<file path="config.mk">
export PLATFORM = sky130hd
export DESIGN_NAME = m65_kbd_matrix_scanner_flat
export DESIGN_NICKNAME = d
export VERILOG_FILES = /design/src/rtl/m65_kbd_matrix_scanner_pkg.sv /design/src/rtl/m65_kbd_matrix_scanner_if.sv /design/src/rtl/m65_kbd_matrix_scanner_debounce_col.sv /design/src/rtl/m65_kbd_matrix_scanner.sv /design/src/flat_wrapper.sv
export SDC_FILE = /design/constraint.sdc
export NUM_CORES = 1
export LEC_CHECK = 0
export CAP_MARGIN = 25
export CORE_ASPECT_RATIO = 2
export CORE_MARGIN = 4
export CORE_UTILIZATION = 26
export CTS_CLUSTER_SIZE = 20
export DETAILED_ROUTE_END_ITERATION = 8
export GPL_TIMING_DRIVEN = 0
export PLACE_DENSITY_LB_ADDON = 0.12
export SYNTH_ARGS = -nofsm -noshare
export SYNTH_HDL_FRONTEND = slang
export SYNTH_SLANG_ARGS = --single-unit
</file>
<file path="constraint.sdc">
create_clock -name clk_main_i -period 5.66 [get_ports clk_main_i]
set_input_delay 1.132 -clock clk_main_i [delete_from_list [all_inputs] [get_ports clk_main_i]]
set_output_delay 1.132 -clock clk_main_i [all_outputs]
set_load 0.02 [all_outputs]
</file>
<file path="src/rtl/m65_kbd_matrix_scanner_pkg.sv">
// Shared constants, scan FSM encoding and key numbers for the MEGA65 keyboard matrix.
// Key number = col*8 + row; the same numbers are used by the keyboard adapter in main.
package m65_kbd_pkg;

    localparam int NUM_COLS = 10;
    localparam int NUM_ROWS = 8;
    localparam int NUM_KEYS = 80;
    localparam int COL_W    = 4;
    localparam int KEY_W    = 7;

    typedef enum logic [1:0] {
        DRIVE   = 2'd0,
        SAMPLE  = 2'd1,
        RELEASE = 2'd2
    } scan_state_e;

    localparam int m65_ins_del  = 0;
    localparam int m65_return   = 1;
    localparam int m65_5        = 16;
    localparam int m65_p        = 41;
    localparam int m65_1        = 56;
    localparam int m65_2        = 59;
    localparam int m65_space    = 60;
    localparam int m65_run_stop = 63;

    // Active-low one-hot column drive for the given column.
    function automatic logic [NUM_COLS-1:0] col_drive_n(input logic [COL_W-1:0] col);
        return ~(NUM_COLS'(1) << col);
    endfunction

endpackage

</file>
<file path="src/rtl/m65_kbd_matrix_scanner_if.sv">
// Matrix drive/sense and key-stream signals of the keyboard scanner.
// Names are from the scanner's point of view (master = scanner).
interface m65_kbd_matrix_scanner_if;
    import m65_kbd_pkg::*;

    logic [NUM_COLS-1:0] col_n_o;
    logic [NUM_ROWS-1:0] row_n_i;
    logic [KEY_W-1:0]    key_num_o;
    logic                key_pressed_n_o;
    logic                scan_done_o;

    modport master (
        output col_n_o,
        output key_num_o,
        output key_pressed_n_o,
        output scan_done_o,
        input  row_n_i
    );

    modport slave (
        input  col_n_o,
        input  key_num_o,
        input  key_pressed_n_o,
        input  scan_done_o,
        output row_n_i
    );

endinterface

</file>
<file path="src/rtl/m65_kbd_matrix_scanner_debounce_col.sv">
// Debounce for the 8 keys of one matrix column, updated on each sample strobe.
// M65_KBD_DEBOUNCE_EN selects counter debounce; otherwise the state follows raw.
module m65_kbd_debounce_col
    import m65_kbd_pkg::*;
#(
    parameter int DEBOUNCE_SCANS = 3
) (
    input  logic                clk_main_i,
    input  logic                reset_i,
    input  logic                sample_i,
    input  logic [NUM_ROWS-1:0] raw_i,
    output logic [NUM_ROWS-1:0] state_o
);

    if (DEBOUNCE_SCANS < 1 || DEBOUNCE_SCANS > 15) begin : g_bad_debounce_scans
        $error("DEBOUNCE_SCANS must be in 1..15");
    end

    logic [NUM_ROWS-1:0] state_q, state_d;

`ifdef M65_KBD_DEBOUNCE_EN
    logic [3:0] cnt_q [NUM_ROWS];
    logic [3:0] cnt_d [NUM_ROWS];

    // NOTE: every variable gets a default at the top of always_comb so no path leaves it unassigned (no latch).
    always_comb begin
        state_d = state_q;
        cnt_d   = cnt_q;
        if (sample_i) begin
            for (int r = 0; r < NUM_ROWS; r++) begin
                if (raw_i[r] == state_q[r]) begin
                    cnt_d[r] = '0;
                end else if (cnt_q[r] == 4'(DEBOUNCE_SCANS - 1)) begin
                    state_d[r] = raw_i[r];
                    cnt_d[r]   = '0;
                end else begin
                    cnt_d[r] = cnt_q[r] + 4'd1;
                end
            end
        end
    end

    // NOTE: the counter array is reset explicitly; partial debounce progress must not survive reset.
    always_ff @(posedge clk_main_i or posedge reset_i) begin
        if (reset_i) begin
            state_q <= '0;
            for (int r = 0; r < NUM_ROWS; r++) cnt_q[r] <= '0;
        end else begin
            state_q <= state_d;
            cnt_q   <= cnt_d;
        end
    end
`else
    always_comb begin
        state_d = state_q;
        if (sample_i) state_d = raw_i;
    end

    always_ff @(posedge clk_main_i or posedge reset_i) begin
        if (reset_i) state_q <= '0;
        else         state_q <= state_d;
    end
`endif

    assign state_o = state_q;

endmodule

</file>
<file path="src/rtl/m65_kbd_matrix_scanner.sv">
// MEGA65 keyboard matrix scanner: drives columns, debounces rows, streams key states.
// Optional counter debounce is enabled by defining M65_KBD_DEBOUNCE_EN.
module m65_kbd_matrix_scanner
    import m65_kbd_pkg::*;
#(
    parameter int SETTLE_CYCLES  = 64,
    parameter int DEBOUNCE_SCANS = 3
) (
    input  logic                      clk_main_i,
    input  logic                      reset_i,
    m65_kbd_matrix_scanner_if.master  kbd
);

    localparam int SETTLE_W = $clog2(SETTLE_CYCLES);

    if (SETTLE_CYCLES < 4) begin : g_bad_settle_cycles
        $error("SETTLE_CYCLES must be at least 4");
    end

    scan_state_e         state_q, state_d;
    logic [COL_W-1:0]    col_q, col_d;
    logic [SETTLE_W-1:0] settle_q, settle_d;
    logic [NUM_ROWS-1:0] row_meta_q, row_meta_d;
    logic [NUM_ROWS-1:0] row_sync_q, row_sync_d;
    logic [KEY_W-1:0]    key_num_q, key_num_d;
    logic                key_pressed_n_q, key_pressed_n_d;
    logic                sample_strobe;
    logic [NUM_KEYS-1:0] key_state;

    always_comb begin
        state_d       = state_q;
        col_d         = col_q;
        settle_d      = settle_q;
        sample_strobe = 1'b0;
        unique case (state_q)
            DRIVE: begin
                if (settle_q == SETTLE_W'(SETTLE_CYCLES - 1)) begin
                    settle_d = '0;
                    state_d  = SAMPLE;
                end else begin
                    settle_d = settle_q + 1'b1;
                end
            end
            SAMPLE: begin
                sample_strobe = 1'b1;
                state_d       = RELEASE;
            end
            RELEASE: begin
                state_d = DRIVE;
                col_d   = (col_q == COL_W'(NUM_COLS - 1)) ? '0 : col_q + 1'b1;
            end
            default: state_d = DRIVE;
        endcase
    end

    // Rows are asynchronous to the clock, so two flops precede any use.
    assign row_meta_d = kbd.row_n_i;
    assign row_sync_d = row_meta_q;

    // Emitter counter runs independently of the scan; the pair is registered together.
    always_comb begin
        key_num_d       = (key_num_q == KEY_W'(NUM_KEYS - 1)) ? '0 : key_num_q + 1'b1;
        key_pressed_n_d = ~key_state[key_num_d];
    end

    // NOTE: sequential state uses non-blocking assignments so all flops update from pre-edge values.
    always_ff @(posedge clk_main_i or posedge reset_i) begin
        if (reset_i) begin
            state_q         <= DRIVE;
            col_q           <= '0;
            settle_q        <= '0;
            row_meta_q      <= '1;
            row_sync_q      <= '1;
            key_num_q       <= '0;
            key_pressed_n_q <= 1'b1;
        end else begin
            state_q         <= state_d;
            col_q           <= col_d;
            settle_q        <= settle_d;
            row_meta_q      <= row_meta_d;
            row_sync_q      <= row_sync_d;
            key_num_q       <= key_num_d;
            key_pressed_n_q <= key_pressed_n_d;
        end
    end

    for (genvar c = 0; c < NUM_COLS; c++) begin : g_col
        m65_kbd_debounce_col #(
            .DEBOUNCE_SCANS (DEBOUNCE_SCANS)
        ) u_debounce (
            .clk_main_i (clk_main_i),
            .reset_i    (reset_i),
            .sample_i   (sample_strobe && (col_q == COL_W'(c))),
            .raw_i      (~row_sync_q),
            .state_o    (key_state[c*NUM_ROWS +: NUM_ROWS])
        );
    end

    // Reset gates the drive directly so the matrix is released without waiting for a clock.
    assign kbd.col_n_o         = (reset_i || state_q != DRIVE) ? '1 : col_drive_n(col_q);
    assign kbd.scan_done_o     = (state_q == RELEASE) && (col_q == COL_W'(NUM_COLS - 1));
    assign kbd.key_num_o       = key_num_q;
    assign kbd.key_pressed_n_o = key_pressed_n_q;

endmodule

</file>
<file path="src/flat_wrapper.sv">
// flat-port wrapper written by rule: the top's interface ports become plain ports
module m65_kbd_matrix_scanner_flat import m65_kbd_pkg::*;
#(
    parameter int SETTLE_CYCLES  = 64,
    parameter int DEBOUNCE_SCANS = 3
)
  (clk_main_i, reset_i, kbd_col_n_o, kbd_key_num_o, kbd_key_pressed_n_o, kbd_scan_done_o, kbd_row_n_i);
  m65_kbd_matrix_scanner_if kbd_i ();
  input  logic clk_main_i;
  input  logic reset_i;
  output wire logic [$bits(kbd_i.col_n_o)-1:0] kbd_col_n_o;
  output wire logic [$bits(kbd_i.key_num_o)-1:0] kbd_key_num_o;
  output wire logic [$bits(kbd_i.key_pressed_n_o)-1:0] kbd_key_pressed_n_o;
  output wire logic [$bits(kbd_i.scan_done_o)-1:0] kbd_scan_done_o;
  input wire logic [$bits(kbd_i.row_n_i)-1:0] kbd_row_n_i;
  assign kbd_col_n_o = kbd_i.col_n_o;
  assign kbd_key_num_o = kbd_i.key_num_o;
  assign kbd_key_pressed_n_o = kbd_i.key_pressed_n_o;
  assign kbd_scan_done_o = kbd_i.scan_done_o;
  assign kbd_i.row_n_i = kbd_row_n_i;
  m65_kbd_matrix_scanner #(.SETTLE_CYCLES(SETTLE_CYCLES), .DEBOUNCE_SCANS(DEBOUNCE_SCANS)) u_core (.clk_main_i(clk_main_i), .reset_i(reset_i), .kbd(kbd_i));
endmodule
</file>
# After elaboration in Yosys (flattened, before gate mapping)

Index checks and enable logic that the tools add are counted.
Widths: inputs -> output; s select.

Bits in registers: 116
Output and inout port bits: 19
Input bits: 10

$lt $le $gt $ge: 1
Bitwise logic cells: 3
Add/subtract/negate cells: 3
Equal/unequal tests: 14
Reductions and logical operators: 15
Mux-type cells: 9
Shifts and indexed selects: 1

Operators with widths:

| cell                 | number |
|---|---|
| $eq 4x3->1 const B   | 4 |
| $logic_and 1x1->1    | 11 |
| $mux 10              | 1 |
| $not 10->10          | 1 |
| $shl 1x4->10 const A | 1 |
| $eq 4x2->1 const B   | 2 |
| $eq 4x4->1 const B   | 2 |
| $lt 7x8->1 const B   | 1 |
| $not 8->8            | 1 |
| $add 7x1->7 const B  | 1 |
| $bmux 1 s7           | 1 |
| $eq 7x7->1 const B   | 1 |
| $mux 7               | 1 |
| $add 6x1->6 const B  | 1 |
| $eq 6x6->1 const B   | 1 |
| $mux 6               | 1 |
| $add 4x1->4 const B  | 1 |
| $eq 4x1->1 const B   | 1 |
| $logic_not 4->1      | 1 |
| $mux 4               | 1 |
| $pmux 2 s2           | 1 |
| $eq 2x1->1 const B   | 1 |
| $eq 2x2->1 const B   | 1 |
| $logic_not 2->1      | 1 |
| other kinds (6)      | 7 |

# Logic depth before layout (Yosys ltp)

Depth after elaboration: 5
Mapped depth: 9
Mapped depth without buffers: 8

# Modules after synthesis

A second synthesis with hierarchy kept.

Cell total of the unflattened synthesis: 404
Area, all modules: 5,706.7 sq um

By module, submodules not included:

| module                 | area an instance (sq um) | times used | cells an instance | seq. area each (sq um) |
|---|---|---|---|---|
| m65_kbd_debounce_col   | 335.3                    | 10         | 18                | 200.2 |
| m65_kbd_matrix_scanner | 2,353.5                  | 1          | 224               | 922.1 |

# Worst setup path after synthesis

No wires, ideal clock.

Path kind: input-to-output
From: in reset_i
To: out kbd_col_n_o[0]
Path slack: 0.163 ns
Data arrival time: 4.365 ns
Stages: 4
Buffers on the path: 0
Cell sequence: inv_1 -> nand2_1 -> nor3_1 -> nand2_1

Cells in the longest elaborated chain, start to end: 2

RTL lines:

| element            | RTL line                      | RTL |
|---|---|---|
| start: declaration | flat_wrapper.sv:10            | `input logic reset_i;` |
| $logic_or 1x1->1   | m65_kbd_matrix_scanner.sv:100 | `assign kbd.col_n_o = (reset_i \|\| state_q != DRIVE) ? '1 : col_drive_n(col_q);` |
| $mux 10            | m65_kbd_matrix_scanner.sv:100 |  |
| end: declaration   | flat_wrapper.sv:11            | `output wire logic [$bits(kbd_i.col_n_o)-1:0] kbd_col_n_o;` |

Every way passes these cells.

# Worst setup path in the final report

Same ends and word-level chain as after synthesis.

==> impl_metrics.csv <==
group,metric,value,unit
setup_path,crit_slowest_cell,"clkdlybuf4s50_1",
drt,drt-initial-drc-count,147,
floorplanning,die-area,22220,um^2
placed_design,dpl_cell_area,5778,um^2
cts,htree_levels,4,
final_layout,finalNetCount,564,
cts,cts_resized,0,
yosys,synth.net_count,516,
drt,wire_per_inst,16.60,um
final_layout,antenna_cells,0,
floorplanning,io_pins,29,
min_path,holdPathEnd,"u_core.row_sync_q[5]$_DFF_PP1_",
yosys,synth_cell_types,42,
yosys,synthTopCellsByArea,"dfrtp_1, dfstp_2, nand2_1, o21ai_0, mux4_2",
cts,cts_sinks,116,
cts,cts_root_buffer,"clkbuf_16",
timing,worst_pin_slew,1070,ps
yosys,syn_area,5141,um^2
timing,slew_headroom,28.15,%
drt,ant_nets,0,
setup_path,rr_endpoint,"u_core.kbd.key_pressed_n_o$_DFF_PP1_",
global_routing,grt-ovfl-total,0,
yosys,synth_most_common_cell,"dfrtp_1",
global_routing,grt_pass1_vias,4063,
power,ir_drop,0.0001901,V
floorplanning,core,19370,um^2
placed_design,place_ws,1316,ps
timing,rsz0062_at_grt,"no",
setup_path,worstSetupEndpointType,"primary output",
yosys,ys.warnings.count,0,
setup_path,cp.arrival,3150,ps
timing,finalSetupViolCount,0,
timing,fmax,233.8,MHz
cts,clk_path_buf_depth,2,
global_routing,use_met1,13.99,%
outcome,outcome,"complete, no violations",
final_layout,fin_area,6337,um^2
final_layout,area_delta_synth_final,23.27,%
placed_design,io_buffers,28,
timing,hold_viol,0,
yosys,synth_top_area_share,48.19,%
min_path,min_path_cells,0,
placed_design,dp_cells,790,
drt,vias,3742,
timing,period_needed,4277,ps
global_routing,antenna_found_initial,0,
timing,setup_slack,1383,ps
final_layout,instances_no_fill,822,
global_routing,grtUsageMet2,25.18,%
floorplanning,die_w,107.4,um
global_routing,grt.met3_usage,2.957,%
final_layout,drive_gt1_share,12.26,%
setup_path,critPathMaxFanout,52,
power,pwr-share-seq,44.7,%
global_routing,top_usage_layer,"met2",
power,pwr-share-clk,53.0,%
power,p_leak,2.691,nW
power,swShare,20.67,%
yosys,synth-edff-count,0,
setup_path,cp-startpoint,"reset_i",
global_routing,grtUsageTotal,13.35,%
yosys,yosys-top-cells-count,"dfrtp_1, nand2_1, o21ai_0, nor2_1, a21oi_1",
cts,cts_setup_buffers,0,
drt,viasPerCell,4.552,
yosys,syn_inst,502,
power,p_per_area,297.2,nW/um^2
setup_path,critical_path.cell_chain,"clkdlybuf4s50_1 > inv_6 > nand2_1 > nor3_1 > nand2_1 > clkdlybuf4s50_1",
min_path,hold_class,"flop to flop",
yosys,synth_area_leader_cell,"dfrtp_1",
cts,cts_tree,"built",
power,finalPower,1.884,mW
yosys,yosysSeqAreaShare,56.88,%
setup_path,reg2reg_depth,7,
yosys,synth-seq-cells,116,
power,p_int,1.494,mW
yosys,syn_area_per_cell,10.24,um^2
setup_path,crit_type,"primary input to primary output",
job,cap_violations,0,
placed_design,dp_hpwl,9509,um
power,combPwrFrac,2.3,%
yosys,async_flop_share,100.0,%
floorplanning,dieHeight,206.9,um
setup_path,max_stage_delay,560,ps
cts,clk_pin_slew_worst_paths,50,ps
drt,dr.pass1.iters,4,
timing,clock_skew,10.56,ps
drt,wirelength,13640,um
setup_path,startpoint_type,"primary input",
floorplanning,initial_core_util,26.54,%
timing,fin_crit_sh,75.57,%
setup_path,cp_data_required_time,4530,ps
power,switchingPower,0.3894,mW
cts,cts_hold_buf,0,
timing,slew_viol_final,0,
global_routing,grt_pass1_wl,22190,um
setup_path,r2r_start,"u_core.kbd.key_num_o[0]$_DFF_PP0_",
min_path,hp-start,"u_core.row_meta_q[5]$_DFF_PP1_",
cts,numCtsBuffers,17,
drt,drc,0,
global_routing,grt_max_degree,67,
final_layout,fin_util,32.72,%
placed_design,gp_congestion,0.8144,
yosys,yosys_most_used_dff,"dfrtp_1",
cts,clock_latency,410,ps
setup_path,regToRegSetupSlack,2850,ps
floorplanning,rows,72,
[area by class of cell]
| type | instances | area, um^2 |
|---|---|---|
| multi-input cells | 345 | 2056 |
| clock inverters | 4 | 20.02 |
| flip-flops and latches | 116 | 2924 |
| well taps | 259 | 324.1 |
| repair buffers | 29 | 307.8 |
| fillers | 1990 | 13030 |
| clock buffers | 28 | 539.3 |
| plain buffers | 34 | 132.6 |
| inverters | 7 | 33.78 |
[state kept, by name, summed over array words and instances, names as in the netlist]
signal,flops
u_core.col_q,4
u_core.state_q,2
u_core.g_col.u_debounce.state_o,80
u_core.row_sync_q,8
u_core.kbd.key_num_o,7
u_core.settle_q,6
u_core.kbd.key_pressed_n_o,1
u_core.row_meta_q,8
[critical path: cells and delay by family]
kind | cells | cell delay [ps]
buf+inv | 3 | 1430
simple gates | 3 | 570
[per-layer routing]
layer  up-vias  wire (um)
li1       1822          -
met1      1847       5276
met2        55       7721
met3        18        389
met4         0        257
met5         -          0
[cell usage in the layout (no fill, tap or decap), types with 5 or more instances in the layout]
cell / Yosys / final
a21oi_1: 29 / 29
buf_1: 8 / 8
clkbuf_1: 22 / 28
clkbuf_16: 0 / 19
clkdlybuf4s50_1: 0 / 28
dfrtp_1: 99 / 99
dfstp_2: 17 / 17
inv_1: 6 / 5
mux2i_1: 14 / 14
mux4_2: 11 / 11
nand2_1: 94 / 94
nand3_1: 13 / 13
nand4_1: 7 / 7
nor2_1: 38 / 38
nor2b_1: 12 / 12
nor3_1: 8 / 8
o21ai_0: 63 / 63
xnor2_1: 5 / 5
[how the worst max path moves through the flow]
stage	end	slack, ps	cells after the start
floorplan	kbd_col_n_o[0]	160	4
global placement	kbd_col_n_o[0]	-2080	6
detailed placement	kbd_col_n_o[0]	1320	6
CTS	kbd_col_n_o[0]	1310	6
global route	kbd_col_n_o[1]	1160	6
finish	kbd_col_n_o[0]	1380	6
[logic make-up after synthesis]
family	Yosys count	share of synthesized area (%)
DFF	116	56.88
adders and majority gates	4	0.9735
buffers and inverters	41	3.140
xor gates and xnor gates	9	1.679
muxes	30	8.932
and+or+nand+nor	195	17.08
AOI/OAI and AO/OA	107	11.32
[power by group through the flow]
stage                     sequential, mW  clock [mW]  combinational, mW
after CTS                          0.842        1.03             0.0468
final                              0.842       0.998             0.0441
after global placement             0.856           0             0.0431
after detailed placement           0.856           0             0.0468
after floorplan                    0.855           0             0.0197
after global routing               0.842        1.07             0.0493
[metrics by stage]
| step | setup TNS (ps) | hold WS, ps |
|---|---|---|
| 2_1_floorplan | 0 | 345.2 |
| 3_3_place_gp | -49580 | 345.4 |
| 3_5_place_dp | 0 | 347.2 |
| 4_1_cts | 0 | 354.7 |
| 5_1_grt | 0 | 362.2 |
| 6_report | 0 | 353.8 |
(Power assumes the default switching activity.)
